<file path="src/rtl/cell_sweep_ctrl_if.sv">
// rtl/cell_sweep_ctrl_if.sv - control, cell drive and result signals of the cell sweep sequencer
interface cell_sweep_ctrl_if #(
  parameter int N_IN = 5
);
  logic            start;
  logic            abort;
  logic            dut_out;
  logic [N_IN-1:0] dut_in;
  logic            busy;
  logic            done;
  logic            pass;
  logic [N_IN:0]   err_count;
  logic [N_IN-1:0] first_fail;
  logic            first_fail_vld;
  logic            res_valid;
  logic [N_IN-1:0] res_vec;
  logic            res_out;
  logic            res_ok;

  // Bench / wrapper side: issues commands, models the cell, observes results.
  modport master (
    output start, abort, dut_out,
    input  dut_in, busy, done, pass, err_count, first_fail, first_fail_vld,
    input  res_valid, res_vec, res_out, res_ok
  );

  // Sequencer side.
  modport slave (
    input  start, abort, dut_out,
    output dut_in, busy, done, pass, err_count, first_fail, first_fail_vld,
    output res_valid, res_vec, res_out, res_ok
  );
endinterface

</file>
<file path="src/rtl/cell_sweep_ctrl.sv">
// rtl/cell_sweep_ctrl.sv - exhaustive stimulus sequencer and golden checker for a combinational cell
module cell_sweep_ctrl #(
  parameter int                      N_IN   = 5,
  parameter int                      SETTLE = 10,
  parameter logic [(2**N_IN)-1:0]    GOLDEN = 32'h0000_0777
) (
  input logic              clk,
  input logic              rst_n,
  cell_sweep_ctrl_if.slave bus
);

  typedef enum logic [1:0] {
    S_IDLE,
    S_SETTLE,
    S_SAMPLE,
    S_DONE
  } state_t;

  // Counter runs SETTLE-1 down to 0, then one SAMPLE cycle: SETTLE+1 cycles per vector.
  localparam logic [7:0] SETTLE_LD = 8'(SETTLE - 1);

  state_t          state, state_nx;
  logic [7:0]      cnt, cnt_nx;
  logic [N_IN-1:0] vec, vec_nx;
  logic            busy_r, busy_nx;
  logic            done_r, done_nx;
  logic            pass_r, pass_nx;
  logic [N_IN:0]   err_r, err_nx;
  logic [N_IN:0]   err_inc;
  logic [N_IN-1:0] ff_r, ff_nx;
  logic            ffv_r, ffv_nx;
  logic            gold_bit;
  logic            match;
  logic            sample_fire;

  // Golden comparison and next-state / next-register computation.
  always_comb begin
    state_nx = state;
    cnt_nx   = cnt;
    vec_nx   = vec;
    busy_nx  = busy_r;
    done_nx  = done_r;
    pass_nx  = pass_r;
    err_nx   = err_r;
    ff_nx    = ff_r;
    ffv_nx   = ffv_r;

    gold_bit    = GOLDEN[vec];
    // Case equality so an X/Z cell output counts as a mismatch in simulation.
    match       = (bus.dut_out === gold_bit);
    sample_fire = (state == S_SAMPLE) && !bus.abort;
    err_inc     = err_r + {{N_IN{1'b0}}, ~match};

    case (state)
      S_IDLE, S_DONE: begin
        // abort wins over a simultaneous start
        if (bus.start && !bus.abort) begin
          vec_nx   = '0;
          err_nx   = '0;
          ffv_nx   = 1'b0;
          ff_nx    = '0;
          done_nx  = 1'b0;
          pass_nx  = 1'b0;
          busy_nx  = 1'b1;
          cnt_nx   = SETTLE_LD;
          state_nx = S_SETTLE;
        end
      end
      S_SETTLE: begin
        if (bus.abort) begin
          state_nx = S_IDLE;
          busy_nx  = 1'b0;
          vec_nx   = '0;
        end else if (cnt == 8'd0) begin
          state_nx = S_SAMPLE;
        end else begin
          cnt_nx = cnt - 8'd1;
        end
      end
      S_SAMPLE: begin
        if (bus.abort) begin
          state_nx = S_IDLE;
          busy_nx  = 1'b0;
          vec_nx   = '0;
        end else begin
          err_nx = err_inc;
          if (!match && !ffv_r) begin
            ff_nx  = vec;
            ffv_nx = 1'b1;
          end
          if (vec != '1) begin
            vec_nx   = vec + 1'b1;
            cnt_nx   = SETTLE_LD;
            state_nx = S_SETTLE;
          end else begin
            // last vector: verdict includes this sample's result
            state_nx = S_DONE;
            busy_nx  = 1'b0;
            done_nx  = 1'b1;
            pass_nx  = (err_inc == '0);
          end
        end
      end
      default: state_nx = S_IDLE;
    endcase
  end

  // State and result registers; reset discards any partial sweep.
  always_ff @(posedge clk) begin
    if (!rst_n) begin
      state  <= S_IDLE;
      cnt    <= '0;
      vec    <= '0;
      busy_r <= 1'b0;
      done_r <= 1'b0;
      pass_r <= 1'b0;
      err_r  <= '0;
      ff_r   <= '0;
      ffv_r  <= 1'b0;
    end else begin
      state  <= state_nx;
      cnt    <= cnt_nx;
      vec    <= vec_nx;
      busy_r <= busy_nx;
      done_r <= done_nx;
      pass_r <= pass_nx;
      err_r  <= err_nx;
      ff_r   <= ff_nx;
      ffv_r  <= ffv_nx;
    end
  end

  assign bus.dut_in         = vec;
  assign bus.busy           = busy_r;
  assign bus.done           = done_r;
  assign bus.pass           = pass_r;
  assign bus.err_count      = err_r;
  assign bus.first_fail     = ff_r;
  assign bus.first_fail_vld = ffv_r;
  assign bus.res_valid      = sample_fire;
  assign bus.res_vec        = sample_fire ? vec : '0;
  assign bus.res_out        = sample_fire ? bus.dut_out : 1'b0;
  assign bus.res_ok         = sample_fire & match;

endmodule

</file>
<file path="src/flat_wrapper.sv">
// flat-port wrapper written by rule: the top's interface ports become plain ports
module cell_sweep_ctrl_flat 
#(
  parameter int                      N_IN   = 5,
  parameter int                      SETTLE = 10,
  parameter logic [(2**N_IN)-1:0]    GOLDEN = 32'h0000_0777
)
  (clk, rst_n, bus_start, bus_abort, bus_dut_out, bus_dut_in, bus_busy, bus_done, bus_pass, bus_err_count, bus_first_fail, bus_first_fail_vld, bus_res_valid, bus_res_vec, bus_res_out, bus_res_ok);
  cell_sweep_ctrl_if #(.N_IN(N_IN)) bus_i ();
  input logic clk;
  input logic rst_n;
  input wire logic [$bits(bus_i.start)-1:0] bus_start;
  input wire logic [$bits(bus_i.abort)-1:0] bus_abort;
  input wire logic [$bits(bus_i.dut_out)-1:0] bus_dut_out;
  output wire logic [$bits(bus_i.dut_in)-1:0] bus_dut_in;
  output wire logic [$bits(bus_i.busy)-1:0] bus_busy;
  output wire logic [$bits(bus_i.done)-1:0] bus_done;
  output wire logic [$bits(bus_i.pass)-1:0] bus_pass;
  output wire logic [$bits(bus_i.err_count)-1:0] bus_err_count;
  output wire logic [$bits(bus_i.first_fail)-1:0] bus_first_fail;
  output wire logic [$bits(bus_i.first_fail_vld)-1:0] bus_first_fail_vld;
  output wire logic [$bits(bus_i.res_valid)-1:0] bus_res_valid;
  output wire logic [$bits(bus_i.res_vec)-1:0] bus_res_vec;
  output wire logic [$bits(bus_i.res_out)-1:0] bus_res_out;
  output wire logic [$bits(bus_i.res_ok)-1:0] bus_res_ok;
  assign bus_i.start = bus_start;
  assign bus_i.abort = bus_abort;
  assign bus_i.dut_out = bus_dut_out;
  assign bus_dut_in = bus_i.dut_in;
  assign bus_busy = bus_i.busy;
  assign bus_done = bus_i.done;
  assign bus_pass = bus_i.pass;
  assign bus_err_count = bus_i.err_count;
  assign bus_first_fail = bus_i.first_fail;
  assign bus_first_fail_vld = bus_i.first_fail_vld;
  assign bus_res_valid = bus_i.res_valid;
  assign bus_res_vec = bus_i.res_vec;
  assign bus_res_out = bus_i.res_out;
  assign bus_res_ok = bus_i.res_ok;
  cell_sweep_ctrl #(.N_IN(N_IN), .SETTLE(SETTLE), .GOLDEN(GOLDEN)) u_core (.clk(clk), .rst_n(rst_n), .bus(bus_i));
endmodule
</file>
<file path="config.mk">
export PLATFORM = sky130hd
export DESIGN_NAME = cell_sweep_ctrl_flat
export DESIGN_NICKNAME = d
export VERILOG_FILES = /design/src/rtl/cell_sweep_ctrl_if.sv /design/src/rtl/cell_sweep_ctrl.sv /design/src/flat_wrapper.sv
export SDC_FILE = /design/constraint.sdc
export NUM_CORES = 1
export LEC_CHECK = 0
export BUFFER_PORTS_ARGS = -buffer_cell sky130_fd_sc_hd__buf_2
export CAP_MARGIN = 20
export CORE_MARGIN = 2
export CORE_UTILIZATION = 55
export DETAILED_ROUTE_END_ITERATION = 10
export PLACE_DENSITY = 0.81
export SYNTH_ARGS = -nofsm -noshare
export SYNTH_HDL_FRONTEND = slang
export SYNTH_SLANG_ARGS = --single-unit
</file>
<file path="constraint.sdc">
create_clock -name clk -period 3.2 [get_ports clk]
set_input_delay 0.96 -clock clk [delete_from_list [all_inputs] [get_ports clk]]
set_output_delay 0.96 -clock clk [all_outputs]
set_load 0.01 [all_outputs]
</file>
==> flow_summary.json <==
{
  "synth_top_area_frac": 0.349,
  "overflow": 0,
  "placed_area_um2": 1980,
  "cts_hold_buf": 0,
  "finalInstanceArea_um2": 2030,
  "yosys-top-cells-area": "dfxtp_1, ha_1, a21boi_0, nand2_1, o21ai_0",
  "synth-xor-area-share": 0.0246,
  "synth-simple-area-share": 0.243,
  "syn_inst": 213,
  "ys_warn_count": 0,
  "period_share": 0.875,
  "wl_um": 4060,
  "setup_viol": 0,
  "post_route_cells_drive_above_1_share": 0.190,
  "synth_fa_ha_area_frac": 0.0563,
  "clk_path_buf_depth": 2,
  "viasPerCell": 5.80,
  "ant_nets": 0,
  "drcViolationCount": 0,
  "timing.fmax_mhz": 357,
  "cts_setup_buffers": 0,
  "tritoncts.num_buffers": 5,
  "netlist_area_um2": 1780,
  "ff2ff_setup_slack_ns": 0.66,
  "hold_class": "register to register",
  "dp_cells": 284,
  "fin_util": 0.665,
  "p_total_mw": 1.10,
  "startpoint_type": "input pin",
  "synth_cell_types": 49,
  "maxCapViolCount": 0,
  "grt_pass1_wl_um": 6700,
  "cp_cell_sequence": "buf_2 -> nand2b_1 -> inv_1 -> and2_1 -> buf_2",
  "firstDrtPassIters": 4,
  "core_um2": 3050,
  "synth_top_cell_by_area": "dfxtp_1",
  "cts.sinks": 31,
  "grt_pass1_vias": 1467,
  "cts_tree": "yes",
  "fin_ws_ns": 0.401,
  "port_buffers": 32,
  "n_antenna_cell": 0,
  "slew_headroom": 0.440,
  "synth.net_count": 226,
  "avgSynthCellArea_um2": 8.34,
  "area_delta_synth_final_pct": 14.3,
  "slowest_stage": "nand2b_1",
  "ir_drop_uv": 269,
  "tns_ns": 0,
  "critical_path.max_fanout": 14,
  "clock_skew_ns": 0.0111,
  "final_nets": 260,
  "crit_top_cell": "buf_2",
  "instances_no_fill": 292,
  "synth_flop_cell": "dfxtp_1",
  "cts_htree_levels": 2,
  "ys_seq_elements": 31,
  "post-place-ws_ns": 0.403,
  "required_ns": 2.24,
  "final-hold-violation-count": 0,
  "final_max_slew_viol_count": 0,
  "initial_core_util": 0.582,
  "grt_usage": 0.246,
  "detailedPlacementHpwl_um": 2980,
  "synthMuxAreaShare": 0.0113,
  "gp_congestion": 0.813,
  "period_needed_ns": 2.80,
  "clk_pin_slew_ns": 0.10,
  "drt-wirelength-per-cell_um": 13.9,
  "slowest_delay_ns": 0.23,
  "status": "finished, final reports clean",
  "p_per_area_nw_per_um2": 542,
  "insertion_delay_ns": 0.33,
  "synth_enable_flop_cells": 0,
  "vias": 1693,
  "cp.arrival_ns": 1.84,
  "post_cts_resized": 0,
  "holdWs_ns": 0.486,
  "die_h_um": 60.8,
  "drt_iter0_markers": 50,
  "clockRootBuffer": "clkbuf_4",
  "io_pins": 33,
  "synth_top_family_by_area": "compound AO/OA/AOI/OAI gates",
  "grt_max_degree": 25,
  "leakage_nw": 0.884,
  "synth-compound-area-share": 0.273,
  "core.rowCount": 20,
  "die_area_um2": 3700,
  "end_kind": "output pin",
  "ys_seq_area_frac": 0.349,
  "die_w_um": 60.8,
  "worst-setup-path-type": "input pin to output pin",
  "synthArstFlopShare": 0,
  "worst_pin_slew_ns": 0.831,
  "rsz0062_at_grt": "no",
  "grt_antenna_before_repair": 0
}
area by class of cell:
cell class	count	area, µm²
clock buffers	7	45.0
multi-input cells	162	1080
repair buffers	34	175
well taps	44	55.1
inverters	13	48.8
fillers	295	1020
flip-flops and latches	31	621
clock inverters	1	5.00
registers in the layout, indices dropped and copies added (netlist names):
name / count
u_core.bus.first_fail_vld: 1
u_core.bus.pass: 1
u_core.bus.busy: 1
u_core.bus.dut_in: 5
u_core.gold_bit: 1
u_core.cnt: 8
u_core.bus.first_fail: 5
u_core.state: 2
u_core.bus.err_count: 6
u_core.bus.done: 1
Yosys cell counts (3+ instances only):
cell type and count:
o21a_1 3, clkbuf_1 7, o31ai_1 4, a21oi_1 12
a22oi_1 4, or4_1 5, ha_1 8, nand3_1 6
dfxtp_1 31, nor4_1 7, xnor2_1 5, nor3b_1 3
nor2_1 8, inv_1 13, nor2b_1 6, and2_1 7
nand2_1 20, a21boi_0 12, o21ai_0 13
power breakdown:
group,internal [mW],switching (mW)
Combinational,0.160,0.254
Clock,0.0855,0.133
Sequential,0.425,0.0427
Total,0.670,0.430
routing by layer:
metal	wire length (µm)	vias to the layer above	GRT usage
met5	0	-	0
met1	1870	797	0.310
met4	52	0	0.0901
met3	166	6	0.0682
li1	-	856	-
met2	1970	34	0.402
cells in the final DEF (no fill, tap or decap), types with 4 or more instances in the layout:
cell type  instances
and2_1             7
buf_2             32
nand2_1           20
clkbuf_4           5
a21oi_1           12
o31ai_1            4
xnor2_1            5
nor4_1             7
ha_1               8
nor2b_1            6
nand3_1            6
a21boi_0          12
a22oi_1            4
or4_1              5
inv_1             13
dfxtp_1           31
o21ai_0           13
nor2_1             8
critical path, delay by kind of cell:
family	cells	cell delay, ns
buf+inv	3	0.47
simple gates	2	0.41
worst paths after layout:
check                                        startpoint                               endpoint  cells after the start
setup / recovery                              bus_abort                         bus_res_vec[2]                      5
hold / removal    u_core.bus.first_fail[4]$_SDFFE_PN0P_  u_core.bus.first_fail[4]$_SDFFE_PN0P_                      2
setup reg to reg      u_core.bus.dut_in[1]$_SDFFE_PN0N_             u_core.cnt[2]$_SDFFE_PN0P_                      7
hold reg to reg   u_core.bus.first_fail[4]$_SDFFE_PN0P_  u_core.bus.first_fail[4]$_SDFFE_PN0P_                      2
logic make-up (layout without fill, tap and decap cells):
group	Yosys count	count (layout)
flip-flops	31	31
AO/OA/AOI/OAI	70	70
adder cells (fa/ha/maj)	8	8
XOR/XNOR	5	5
buffers and inverters	20	55
AND/OR/NAND/NOR	77	77
multiplexers	2	2
No activity file was read; power rests on OpenSTA's default activity.
